[src/rtl/nearest_center_select.sv]
// Nearest-center selector: streams candidate centers against a latched
// query point and reports the one with the smallest Manhattan distance.
module nearest_center_select #(
  parameter int dim = 3,
  parameter int data_range = 255,
  parameter int num_centers = 8,
  localparam int dim_size = $clog2(data_range),
  localparam int idx_size = $clog2(num_centers),
  localparam int dist_size = $clog2(data_range * dim),
  localparam int center_size = dim * dim_size
) (
  input  logic                   clk,
  input  logic                   rst,
  input  logic                   start,
  input  logic [center_size-1:0] point,
  input  logic                   cand_valid,
  output logic                   cand_ready,
  input  logic [center_size-1:0] cand_center,
  input  logic                   cand_last,
  output logic                   busy,
  output logic                   done,
  output logic [idx_size-1:0]    best_idx,
  output logic [dist_size-1:0]   best_dist,
  output logic [center_size-1:0] best_center
);

  typedef enum logic [1:0] {
    S_IDLE,
    S_ACCUM,
    S_DRAIN,
    S_DONE
  } state_t;

  state_t                 state_q, state_d;
  logic [center_size-1:0] point_q, point_d;
  logic [idx_size-1:0]    count_q, count_d;

  logic                   s1_valid_q, s1_valid_d;
  logic [center_size-1:0] s1_delta_q, s1_delta_d;
  logic [idx_size-1:0]    s1_idx_q, s1_idx_d;
  logic [center_size-1:0] s1_center_q, s1_center_d;
  logic                   s2_valid_q, s2_valid_d;

  logic [dist_size-1:0]   run_dist_q, run_dist_d;
  logic [idx_size-1:0]    run_idx_q, run_idx_d;
  logic [center_size-1:0] run_center_q, run_center_d;

  logic [dist_size-1:0]   res_dist_q, res_dist_d;
  logic [idx_size-1:0]    res_idx_q, res_idx_d;
  logic [center_size-1:0] res_center_q, res_center_d;

  logic                   xfer;
  logic [center_size-1:0] delta;
  logic [dist_size-1:0]   sum;

  assign cand_ready  = (state_q == S_ACCUM);
  assign busy        = (state_q != S_IDLE);
  assign done        = (state_q == S_DONE);
  assign best_idx    = res_idx_q;
  assign best_dist   = res_dist_q;
  assign best_center = res_center_q;

  // Per-axis |p - c| by compare-and-subtract, exact over the full range.
  always_comb begin
    delta = '0;
    for (int i = 0; i < dim; i++) begin
      if (point_q[i*dim_size +: dim_size] >= cand_center[i*dim_size +: dim_size])
        delta[i*dim_size +: dim_size] = point_q[i*dim_size +: dim_size]
                                      - cand_center[i*dim_size +: dim_size];
      else
        delta[i*dim_size +: dim_size] = cand_center[i*dim_size +: dim_size]
                                      - point_q[i*dim_size +: dim_size];
    end
  end

  // Zero-extended sum of the registered deltas; wide enough to never wrap.
  always_comb begin
    sum = '0;
    for (int i = 0; i < dim; i++)
      sum = sum + dist_size'(s1_delta_q[i*dim_size +: dim_size]);
  end

  // Next-state: FSM, stage 1 capture, stage 2 running-min, result latch.
  always_comb begin
    state_d      = state_q;
    point_d      = point_q;
    count_d      = count_q;
    s1_valid_d   = 1'b0;
    s1_delta_d   = s1_delta_q;
    s1_idx_d     = s1_idx_q;
    s1_center_d  = s1_center_q;
    s2_valid_d   = s1_valid_q;
    run_dist_d   = run_dist_q;
    run_idx_d    = run_idx_q;
    run_center_d = run_center_q;
    res_dist_d   = res_dist_q;
    res_idx_d    = res_idx_q;
    res_center_d = res_center_q;
    xfer         = cand_valid && (state_q == S_ACCUM);

    if (xfer) begin
      s1_valid_d  = 1'b1;
      s1_delta_d  = delta;
      s1_idx_d    = count_q;
      s1_center_d = cand_center;
    end

    if (s1_valid_q && (sum < run_dist_q)) begin
      run_dist_d   = sum;
      run_idx_d    = s1_idx_q;
      run_center_d = s1_center_q;
    end

    unique case (state_q)
      S_IDLE: begin
        if (start) begin
          state_d      = S_ACCUM;
          point_d      = point;
          count_d      = '0;
          run_dist_d   = '1;
          res_dist_d   = '0;
          res_idx_d    = '0;
          res_center_d = '0;
        end
      end
      S_ACCUM: begin
        if (xfer) begin
          count_d = count_q + 1'b1;
          if (cand_last || (count_q == idx_size'(num_centers - 1)))
            state_d = S_DRAIN;
        end
      end
      S_DRAIN: begin
        if (!s1_valid_q && !s2_valid_q) begin
          state_d      = S_DONE;
          res_dist_d   = run_dist_q;
          res_idx_d    = run_idx_q;
          res_center_d = run_center_q;
        end
      end
      S_DONE: begin
        state_d = S_IDLE;
      end
      default: state_d = S_IDLE;
    endcase
  end

  // State register with synchronous reset.
  always_ff @(posedge clk) begin
    if (rst) begin
      state_q      <= S_IDLE;
      point_q      <= '0;
      count_q      <= '0;
      s1_valid_q   <= 1'b0;
      s1_delta_q   <= '0;
      s1_idx_q     <= '0;
      s1_center_q  <= '0;
      s2_valid_q   <= 1'b0;
      run_dist_q   <= '1;
      run_idx_q    <= '0;
      run_center_q <= '0;
      res_dist_q   <= '0;
      res_idx_q    <= '0;
      res_center_q <= '0;
    end else begin
      state_q      <= state_d;
      point_q      <= point_d;
      count_q      <= count_d;
      s1_valid_q   <= s1_valid_d;
      s1_delta_q   <= s1_delta_d;
      s1_idx_q     <= s1_idx_d;
      s1_center_q  <= s1_center_d;
      s2_valid_q   <= s2_valid_d;
      run_dist_q   <= run_dist_d;
      run_idx_q    <= run_idx_d;
      run_center_q <= run_center_d;
      res_dist_q   <= res_dist_d;
      res_idx_q    <= res_idx_d;
      res_center_q <= res_center_d;
    end
  end

endmodule

[config.mk]
export PLATFORM = sky130hd
export DESIGN_NAME = nearest_center_select
export DESIGN_NICKNAME = d
export VERILOG_FILES = /design/src/rtl/nearest_center_select.sv
export SDC_FILE = /design/constraint.sdc
export NUM_CORES = 1
export LEC_CHECK = 0
export ABC_AREA = 1
export CELL_PAD_IN_SITES_DETAIL_PLACEMENT = 0
export CELL_PAD_IN_SITES_GLOBAL_PLACEMENT = 1
export CORE_ASPECT_RATIO = 1.1
export CORE_MARGIN = 2
export CORE_UTILIZATION = 30
export DETAILED_ROUTE_END_ITERATION = 10
export DONT_BUFFER_PORTS = 1
export GPL_ROUTABILITY_DRIVEN = 0
export GPL_TIMING_DRIVEN = 1
export PLACE_DENSITY_LB_ADDON = 0.1
export SYNTH_ARGS = -nofsm -noshare
export SYNTH_HDL_FRONTEND = slang
export SYNTH_SLANG_ARGS = --single-unit
[constraint.sdc]
create_clock -name clk -period 9.5 [get_ports clk]
set_input_delay 0.95 -clock clk [delete_from_list [all_inputs] [get_ports clk]]
set_output_delay 0.95 -clock clk [all_outputs]
set_load 0.02 [all_outputs]
==> metrics.yaml, run 1 <==
outcome: "complete, no violations"
clockBufferDepth: 2
max_cap_violations: 0
finalWirelength_mm: 24.29
fin_nets: 1335
rows: 67
worstPathRequired_ns: 9.85
area_growth_pct: 7.824
via_count: 7224
core_area_um2: 30260
io_buffers: 0
critical_path_class: "reg -> reg"
hold_path_class: "reg -> reg"
fin_crit_sh_pct: 42.28
layout.area.seq_um2: 3123
cts_resized: 0
holdCritStartpoint: "s1_center_q[1]"
setup_tns_ns: 0
cts_made_buffers: 17
final_cell_mix: "nand2_1 (290), inv_1 (169), dfxtp_1 (156), a21oi_1 (122), nand3_1 (87)"
drt_pass1_iterations: 4
synth_area_um2: 9164
mostFrequentLayoutCell: "nand2_1"
worst_pin_slew_ns: 0.8819
ys_ff_latch: 156
clock-skew-final_ns: 0.01266
place_inst: 1594
path_cells: "inv_1, fa_1, inv_1, ha_1, fa_1, a31oi_1, xor2_1, inv_1, ha_1, a21oi_1, o21ai_0, nand2_1, nand3_4, inv_4, nand2_1, a21oi_1"
cts_hold_buf: 0
grt_pass1_wl_mm: 39.34
path_clk_slew_ns: 0.06
ys_types: 34
regToRegStartpoint: "s1_delta_q[1]"
cp_common_cell: "inv_1"
netlist_instances: 1234
antenna_found_initial: 0
overflow: 0
crit_start: "s1_delta_q[1]"
ys_warn_count: 0
r2r_cells: 16
finalCriticalPeriod_ns: 4.016
crit_fanout: 41
dpl.hpwl_mm: 18.22
drv_slew: 0
r2r-end: "run_center_q[0]"
die_w_um: 170.6
crit_slowest_cell: "inv_4"
relSlewSlack_pct: 41.20
synth_area_per_cell_um2: 7.426
viasPerCell: 4.448
cts-htree-levels: 4
fill_cells: 3367
ys_seq_area_share_pct: 34.08
die_h_um: 187.3
ir_drop_mv: 0.1231
drc_errors: 0
start_kind: "register"
drive_gt1_share_pct: 11.98
grt_setup_unrepaired: "no"
multiInputGateArea_um2: 4965
cp-end-kind: "register"
diodes: 0
clock_latency_ns: 0.43
grt_max_degree: 93
cp_data_arrival_time_ns: 4.37
initial_core_util_pct: 30.28
rrSetupSlack_ns: 5.48
crit_path_end: "run_center_q[0]"
synth_edf_count: 0
final_cells: 1624
avgRoutedWirePerCell_um: 14.96
p_per_area_nw_per_um2: 251.9
async_flop_share_pct: 0
cts_tree: "done"
ios: 93
fp.dieArea_um2: 31960
synth_nets: 1370
synth-main-ff-cell: "dfxtp_1"
ant_nets: 0
cts_setup_buffers: 0
grtUsageTotal_pct: 15.76
cts.sinks: 156
grt_pass1_vias: 7143
fmax_mhz: 249.0
leakage_nw: 4.610
first_iter_violations: 315
cp_slowest_stage_delay_ns: 0.58
finalSetupViolCount: 0
hold_viol: 0
cts_root_buf: "clkbuf_16"
## per-stage QoR
| stage | area (um2) | hold slack (ns) | power (mW) | utilization (%) | setup slack, ns |
|---|---|---|---|---|---|
| floorplan | 9164 | 0.4267 | 1.691 | - | 6.446 |
| global placement | 9331 | 0.4426 | 1.865 | 30.83 | 5.482 |
| detailed placement | 9331 | 0.4480 | 1.864 | 30.83 | 5.430 |
| CTS | 9881 | 0.4574 | 2.545 | 32.65 | 5.412 |
| global route | 9881 | 0.4756 | 2.710 | 32.65 | 5.100 |
| finish | 9881 | 0.4618 | 2.489 | 32.65 | 5.484 |
## cell families after synthesis
kind of cell    after synthesis  share of synthesized area [%]
simple gates                500                          25.01
buf+inv                     240                          11.74
compound gates              231                          14.31
flops                       156                          34.08
fa+ha+maj                    83                          12.56
xor+xnor                     24                          2.294
## worst min-delay path by stage
stage	endpoint	slack [ns]	cells past startpoint
after detailed placement	run_center_q[4]	0.45	2
after floorplan	s2_valid_q	0.43	2
after global placement	run_center_q[1]	0.44	2
after CTS	run_center_q[4]	0.46	2
final	run_center_q[1]	0.46	2
after global routing	run_center_q[4]	0.48	2
## final cells by class
class | instances | share of cell area (%)
Clock buffer | 20 | 4.622
Clock inverter | 10 | 0.9371
Inverter | 182 | 7.041
Multi-Input combinational cell | 838 | 50.25
Sequential cell | 156 | 31.61
Tap cell | 414 | 5.242
Timing Repair Buffer | 4 | 0.3039
## per-layer routing
metal | vias to the layer above | wire length [um] | GRT usage [%]
met2 | 94 | 10710 | 24.65
met5 | - | 0 | 0
met3 | 4 | 913 | 2.920
met1 | 3292 | 12560 | 22.54
li1 | 3834 | - | -
met4 | 0 | 109 | 3.254
## state kept, by name, indices dropped and copies added, names as in the netlist
name / cells
s1_center_q: 24
s1_idx_q: 3
best_center: 24
run_center_q: 24
s1_valid_q: 1
run_idx_q: 3
run_dist_q: 10
count_q: 3
best_dist: 10
state_q: 2
point_q: 24
s1_delta_q: 24
s2_valid_q: 1
best_idx: 3
## synthesized netlist by cell type, types with 9 or more instances
cell	instances	area, um2
a21oi_2	38	332.8
nand2_1	290	1089
fa_1	15	300.3
nand2_4	11	123.9
nand2_2	34	212.7
nand3_1	87	435.4
xor2_1	14	122.6
buf_2	17	85.08
xnor2_1	10	87.58
dfxtp_1	156	3123
buf_6	9	101.4
a21oi_1	122	610.6
clkbuf_1	22	82.58
ha_1	68	850.8
nor2_1	56	210.2
o21ai_0	59	295.3
inv_1	170	638.1
## power by group
group	switching [mW]	internal (mW)	leakage (nW)
sequential	0.0869	0.751	1.27
clock	0.291	0.373	0.272
combinational	0.672	0.316	3.07
total	1.05	1.44	4.61
## worst max-delay path, delay by kind of cell (launching register included)
family / cells / cell delay, ns
AO/OA/AOI/OAI: 4 / 0.54
XOR/XNOR: 1 / 0.23
adder cells (fa/ha/maj): 4 / 1.48
buffers and inverters: 4 / 0.75
flip-flops: 1 / 0.31
AND/OR/NAND/NOR: 3 / 0.63
(Power assumes the default switching activity.)
==> inputs of run 2 (changes only) <==
Clock period 9.5 ns to 4.05 ns, I/O delays scaled along.
==> run 2 against run 1 <==
Compared with the run above:
- global-route usage down 0.058 points
- register-to-register slack worse by 5.0 ns
- clock power is 140% higher
- sequential share of layout area down 0.14 points
- first-iteration DRC count fell by 3.8%
- power is 140% higher
- setup slack got worse by 5.0 ns
- wire length increased by 0.20%
- non-clock buffer count grew 4
==> metrics.yaml, run 2 (synthesized netlist as in run 1, its figures left out) <==
hold_path_class: "in -> reg"
p_per_area_nw_per_um2: 595.3  # +140%
rows: 67  # unchanged
max_cap_violations: 0  # unchanged
grtUsageTotal_pct: 15.70  # -0.058 points
fmax_mhz: 277.3  # +11%
ir_drop_mv: 0.2196  # +78%
hold_viol: 0  # unchanged
ios: 93  # unchanged
io_buffers: 0  # unchanged
drv_slew: 0  # unchanged
core_area_um2: 30260  # unchanged
leakage_nw: 4.631  # +0.45%
grt_pass1_wl_mm: 39.30  # -0.10%
area_growth_pct: 8.301
fin_crit_sh_pct: 89.04  # +47 points
ant_nets: 0  # unchanged
overflow: 0  # unchanged
cts.sinks: 156  # unchanged
drive_gt1_share_pct: 12.18  # +0.20 points
min_to: "best_center[15]"
path_clk_slew_ns: 0.06  # about the same
worstPathRequired_ns: 4.41  # -5.44 ns
avgRoutedWirePerCell_um: 14.94  # -0.11%
finalSetupViolCount: 0  # unchanged
fill_cells: 3356  # -0.33%
fin_ws_ns: 0.4440  # -5.040 ns
cts_setup_buffers: 0  # unchanged
cp_data_arrival_time_ns: 3.96  # -0.41 ns
crit_start: "s1_delta_q[1]"
critical_path_class: "reg -> reg"
grt_max_degree: 93  # unchanged
final_cell_mix: "nand2_1 (290), inv_1 (169), dfxtp_1 (156), a21oi_1 (122), nand3_1 (87)"
drc_errors: 0  # unchanged
outcome: "complete, no violations"
regToRegStartpoint: "s1_delta_q[1]"
crit_fanout: 34  # -17%
finalCriticalPeriod_ns: 3.606  # -0.4101 ns
grt_pass1_vias: 7119  # -0.34%
cts_root_buf: "clkbuf_16"
cts_resized: 0  # unchanged
fp.dieArea_um2: 31960  # unchanged
cts_made_buffers: 17  # unchanged
cp-end-kind: "register"
dpl.hpwl_mm: 18.44  # +1.2%
cts_tree: "done"
viasPerCell: 4.414  # -0.78%
start_kind: "register"
clock-skew-final_ns: 0.01423  # +0.001576 ns
fin_nets: 1339  # +0.30%
dp_slack_ns: 0.3377  # -5.092 ns
clockBufferDepth: 2  # unchanged
finalWirelength_mm: 24.34  # +0.20%
setup_tns_ns: 0  # unchanged
cts-htree-levels: 4  # unchanged
diodes: 0  # unchanged
grt_setup_unrepaired: "no"
drt_pass1_iterations: 5  # +1
r2r_cells: 16  # unchanged
relSlewSlack_pct: 46.55  # +5.4 points
antenna_found_initial: 0  # unchanged
p_total_mw: 5.908  # +140%
clock_latency_ns: 0.43  # about the same
die_h_um: 187.3  # unchanged
cts_hold_buf: 0  # unchanged
worstHoldPathCells: 1  # -1
mostFrequentLayoutCell: "nand2_1"
rrSetupSlack_ns: 0.44  # -5.04 ns
worst_pin_slew_ns: 0.8017  # -0.08026 ns
initial_core_util_pct: 30.28  # unchanged
die_w_um: 170.6  # unchanged
first_iter_violations: 303  # -3.8%
r2r-end: "run_center_q[0]"
via_count: 7190  # -0.47%
holdCritStartpoint: "rst"
run 2: critical path, stage by stage (launching register included):
cell	delay (ns)
dfxtp_1	0.31
inv_1	0.06
fa_1	0.53
inv_1	0.04
ha_1	0.22
fa_1	0.43
a31oi_1	0.20
xor2_1	0.22
inv_1	0.07
ha_1	0.29
a21oi_1	0.13
o21ai_0	0.09
nand2_1	0.10
nand3_4	0.23
inv_6	0.37
nand2_1	0.10
a21oi_1	0.13
run 2: how the worst max path moves through the flow:
stage / end / slack [ns] / cells after the start
final: run_center_q[0] / 0.44 / 16
after global routing: run_center_q[2] / 0.09 / 16
after CTS: run_center_q[0] / 0.32 / 16
after detailed placement: run_center_q[0] / 0.34 / 16
after global placement: run_center_q[2] / 0.37 / 16
after floorplan: run_dist_q[6] / 1.0 / 17
run 2: layout make-up:
cell class	count	area, um2	area share (%)
inverters	182	698.2	7.035
well taps	414	518.0	5.219
clock buffers	23	478.0	4.816
repair buffers	8	60.06	0.6051
flip-flops and latches	156	3123	31.47
multi-input cells	838	4965	50.03
clock inverters	8	82.58	0.8321
run 2: power breakdown:
part           total [mW]  internal [mW]  switching [mW]
logic                2.35          0.759            1.59
clock network        1.59          0.899           0.689
registers            1.97           1.76           0.204
run 2: metal layers:
layer / global-route usage [%] / wire, um
met1: 22.67 / 12670
met2: 24.28 / 10660
met3: 2.349 / 765
met4: 4.142 / 240
met5: 0 / 0
run 2: through the flow:
| stage | instances | hold slack, ns | cell area, um2 | util [%] |
|---|---|---|---|---|
| 2_1_floorplan | 1234 | 0.4267 | 9164 | - |
| 3_3_place_gp | 1598 | 0.4439 | 9361 | 30.93 |
| 3_5_place_dp | 1598 | 0.4441 | 9361 | 30.93 |
| 4_1_cts | 1629 | 0.02081 | 9922 | 32.79 |
| 5_1_grt | 1629 | 0.02041 | 9925 | 32.79 |
| 6_report | 1629 | 0.03989 | 9925 | 32.79 |
==> inputs of run 3 (changes only) <==
Settings changed: PLACE_DENSITY from default to 0.53, PLACE_DENSITY_LB_ADDON 0.1 to default.
Clock period 4.05 ns to 3.4 ns, I/O delays scaled along.
==> run 3 against run 2 <==
Compared with the run above:
- cell area rose by 3.2%
- setup slack got worse by 0.26 ns
- combinational power rose by 26%
- fmax rose by 12%
- first-iteration DRC count rose by 17%
- flip-flop and latch count did not move
- clock power rose by 34%
- clock skew fell by 0.0035 ns
- hold slack improved by 0.016 ns
- utilization rose by 1.1 points
- wire length rose by 0.12%
- critical path depth rose by 1
==> metrics.yaml, run 3 (synthesized netlist as in run 1, its figures left out) <==
clock_latency_ns: 0.43  # about the same
multiInputGateArea_um2: 5020  # +1.1%
crit_fanout: 7  # -79%
path_cells: "inv_1, fa_1, inv_1, ha_2, fa_2, a31oi_1, xor2_1, inv_1, ha_4, nand2_1, nor2_1, nand3_2, nand3_4, inv_8, buf_4, nand2_1, nand3_1"
cts_root_buf: "clkbuf_16"
die_h_um: 187.3  # unchanged
die_w_um: 170.6  # unchanged
grt_pass1_vias: 7075  # -0.62%
cts_made_buffers: 17  # unchanged
cp_data_arrival_time_ns: 3.52  # -0.44 ns
cp_slowest_stage_delay_ns: 0.53  # about the same
p_per_area_nw_per_um2: 723.9  # +22%
final_core_utilization_pct: 33.86  # +1.1 points
critical_path_class: "reg -> reg"
drive_gt1_share_pct: 14.10  # +1.9 points
max_cap_violations: 0  # unchanged
hold_viol: 0  # unchanged
finalWirelength_mm: 24.37  # +0.12%
fill_cells: 3297  # -1.8%
drt_pass1_iterations: 4  # -1
cpLargestDelayFamily: "adder cells"
avgRoutedWirePerCell_um: 14.85  # -0.62%
io_buffers: 0  # unchanged
cts_tree: "done"
antenna_found_initial: 0  # unchanged
finalSetupViolCount: 0  # unchanged
cts-htree-levels: 4  # unchanged
hold_ws_ns: 0.05624  # +0.01635 ns
diodes: 0  # unchanged
worst_pin_slew_ns: 0.5659  # -0.2358 ns
final_cell_mix: "nand2_1 (288), inv_1 (168), dfxtp_1 (156), a21oi_1 (120), nand3_1 (86)"
area_growth_pct: 11.81
layout.area.seq_um2: 3123  # unchanged
fmax_mhz: 310.9  # +12%
viasPerCell: 4.395  # -0.43%
worstPathRequired_ns: 3.70  # -0.71 ns
relSlewSlack_pct: 62.28  # +16 points
p_total_mw: 7.417  # +26%
ir_drop_mv: 0.3015  # +37%
dp_slack_ns: 0.06396  # -0.2737 ns
path_clk_slew_ns: 0.07  # about the same
hold_path_class: "in -> reg"
initial_core_util_pct: 30.28  # unchanged
leakage_nw: 4.759  # +2.8%
finalCriticalPeriod_ns: 3.217  # -0.3890 ns
cts.sinks: 156  # unchanged
overflow: 0  # unchanged
crit_slowest_cell: "fa_1"
rrSetupSlack_ns: 0.18  # -0.26 ns
fin_ws_ns: 0.1830  # -0.2609 ns
cp-end-kind: "register"
start_kind: "register"
ant_nets: 0  # unchanged
grt_pass1_wl_mm: 39.16  # -0.35%
fin_crit_sh_pct: 94.62  # +5.6 points
via_count: 7212  # +0.31%
outcome: "complete, no violations"
setup_tns_ns: 0  # unchanged
dpl.hpwl_mm: 18.21  # -1.3%
rows: 67  # unchanged
clock-skew-final_ns: 0.01077  # -0.003468 ns
fp.dieArea_um2: 31960  # unchanged
grtUsageTotal_pct: 15.74  # +0.035 points
first_iter_violations: 354  # +17%
mostFrequentLayoutCell: "nand2_1"
grt_max_degree: 91  # -2.2%
clockBufferDepth: 2  # unchanged
drv_slew: 0  # unchanged
core_area_um2: 30260  # unchanged
path_buf_inv: 5  # +1
drc_errors: 0  # unchanged
ios: 93  # unchanged
cp_common_cell: "inv_1"
fin_nets: 1350  # +0.82%
==> run 3: cell types whose count changed in the layout (fill, tap and decap cells not counted), sizes merged <==
cell / before / now
buf: 8 / 18
bufinv: 1 / 4
clkbuf: 23 / 22
==> run 3: path summary, 6_finish.rpt <==
| check | start | end | depth (start not counted) |
|---|---|---|---|
| worst max-delay path | s1_delta_q[1] | run_dist_q[2] | 17 |
| worst min-delay path | rst | s1_delta_q[7] | 3 |
| worst max register to register | s1_delta_q[1] | run_dist_q[2] | 17 |
| worst min register to register | s1_center_q[3] | run_center_q[3] | 2 |
==> run 3: what timing repair did <==
action,4_1_cts,5_1_grt
setup endpoints to repair,0,37
resized for setup,0,15
buffers inserted,0,3
hold buffers,1,0
endpoints found under the hold margin,68,0
==> run 3: where the power goes <==
group | switching, mW | total (mW) | leakage (nW) | internal [mW]
logic | 1.95 | 2.95 | 3.17 | 0.993
clock network | 0.831 | 2.13 | 0.315 | 1.30
registers | 0.238 | 2.34 | 1.27 | 2.10
total | 3.02 | 7.42 | 4.76 | 4.39
==> run 3: per-layer routing <==
layer | GRT usage, % | share of wire (%) | vias up
met2 | 24.43 | 45 | 96
met3 | 2.581 | 3.7 | 16
met4 | 4.438 | 1.2 | 0
met5 | 0 | 0 | -
li1 | - | - | 3863
met1 | 22.37 | 51 | 3237
==> run 3: stage by stage <==
step           std cells  instance area (um2)
3_5_place_dp        1604                 9457
4_1_cts             1637                10130
5_1_grt             1641                10250
6_report            1641                10250
2_1_floorplan       1234                 9164
3_3_place_gp        1604                 9457
==> run 3: worst reg2reg max path, stage by stage, from the launching register on <==
cell and delay (ns):
dfxtp_1 0.31, inv_1 0.06, fa_1 0.53, inv_1 0.04, ha_2 0.19, fa_2 0.38
a31oi_1 0.20, xor2_1 0.20, inv_1 0.10, ha_4 0.28, nand2_1 0.07, nor2_1 0.12
nand3_2 0.11, nand3_4 0.16, inv_8 0.07, buf_4 0.15, nand2_1 0.07, nand3_1 0.06
==> run 3: layout make-up <==
cell class | instances | share of cell area [%]
Clock buffer | 21 | 4.592
Clock inverter | 11 | 1.758
Multi-Input combinational cell | 838 | 48.99
Tap cell | 414 | 5.056
Timing Repair Buffer | 19 | 2.284
Sequential cell | 156 | 30.48
Inverter | 182 | 6.838
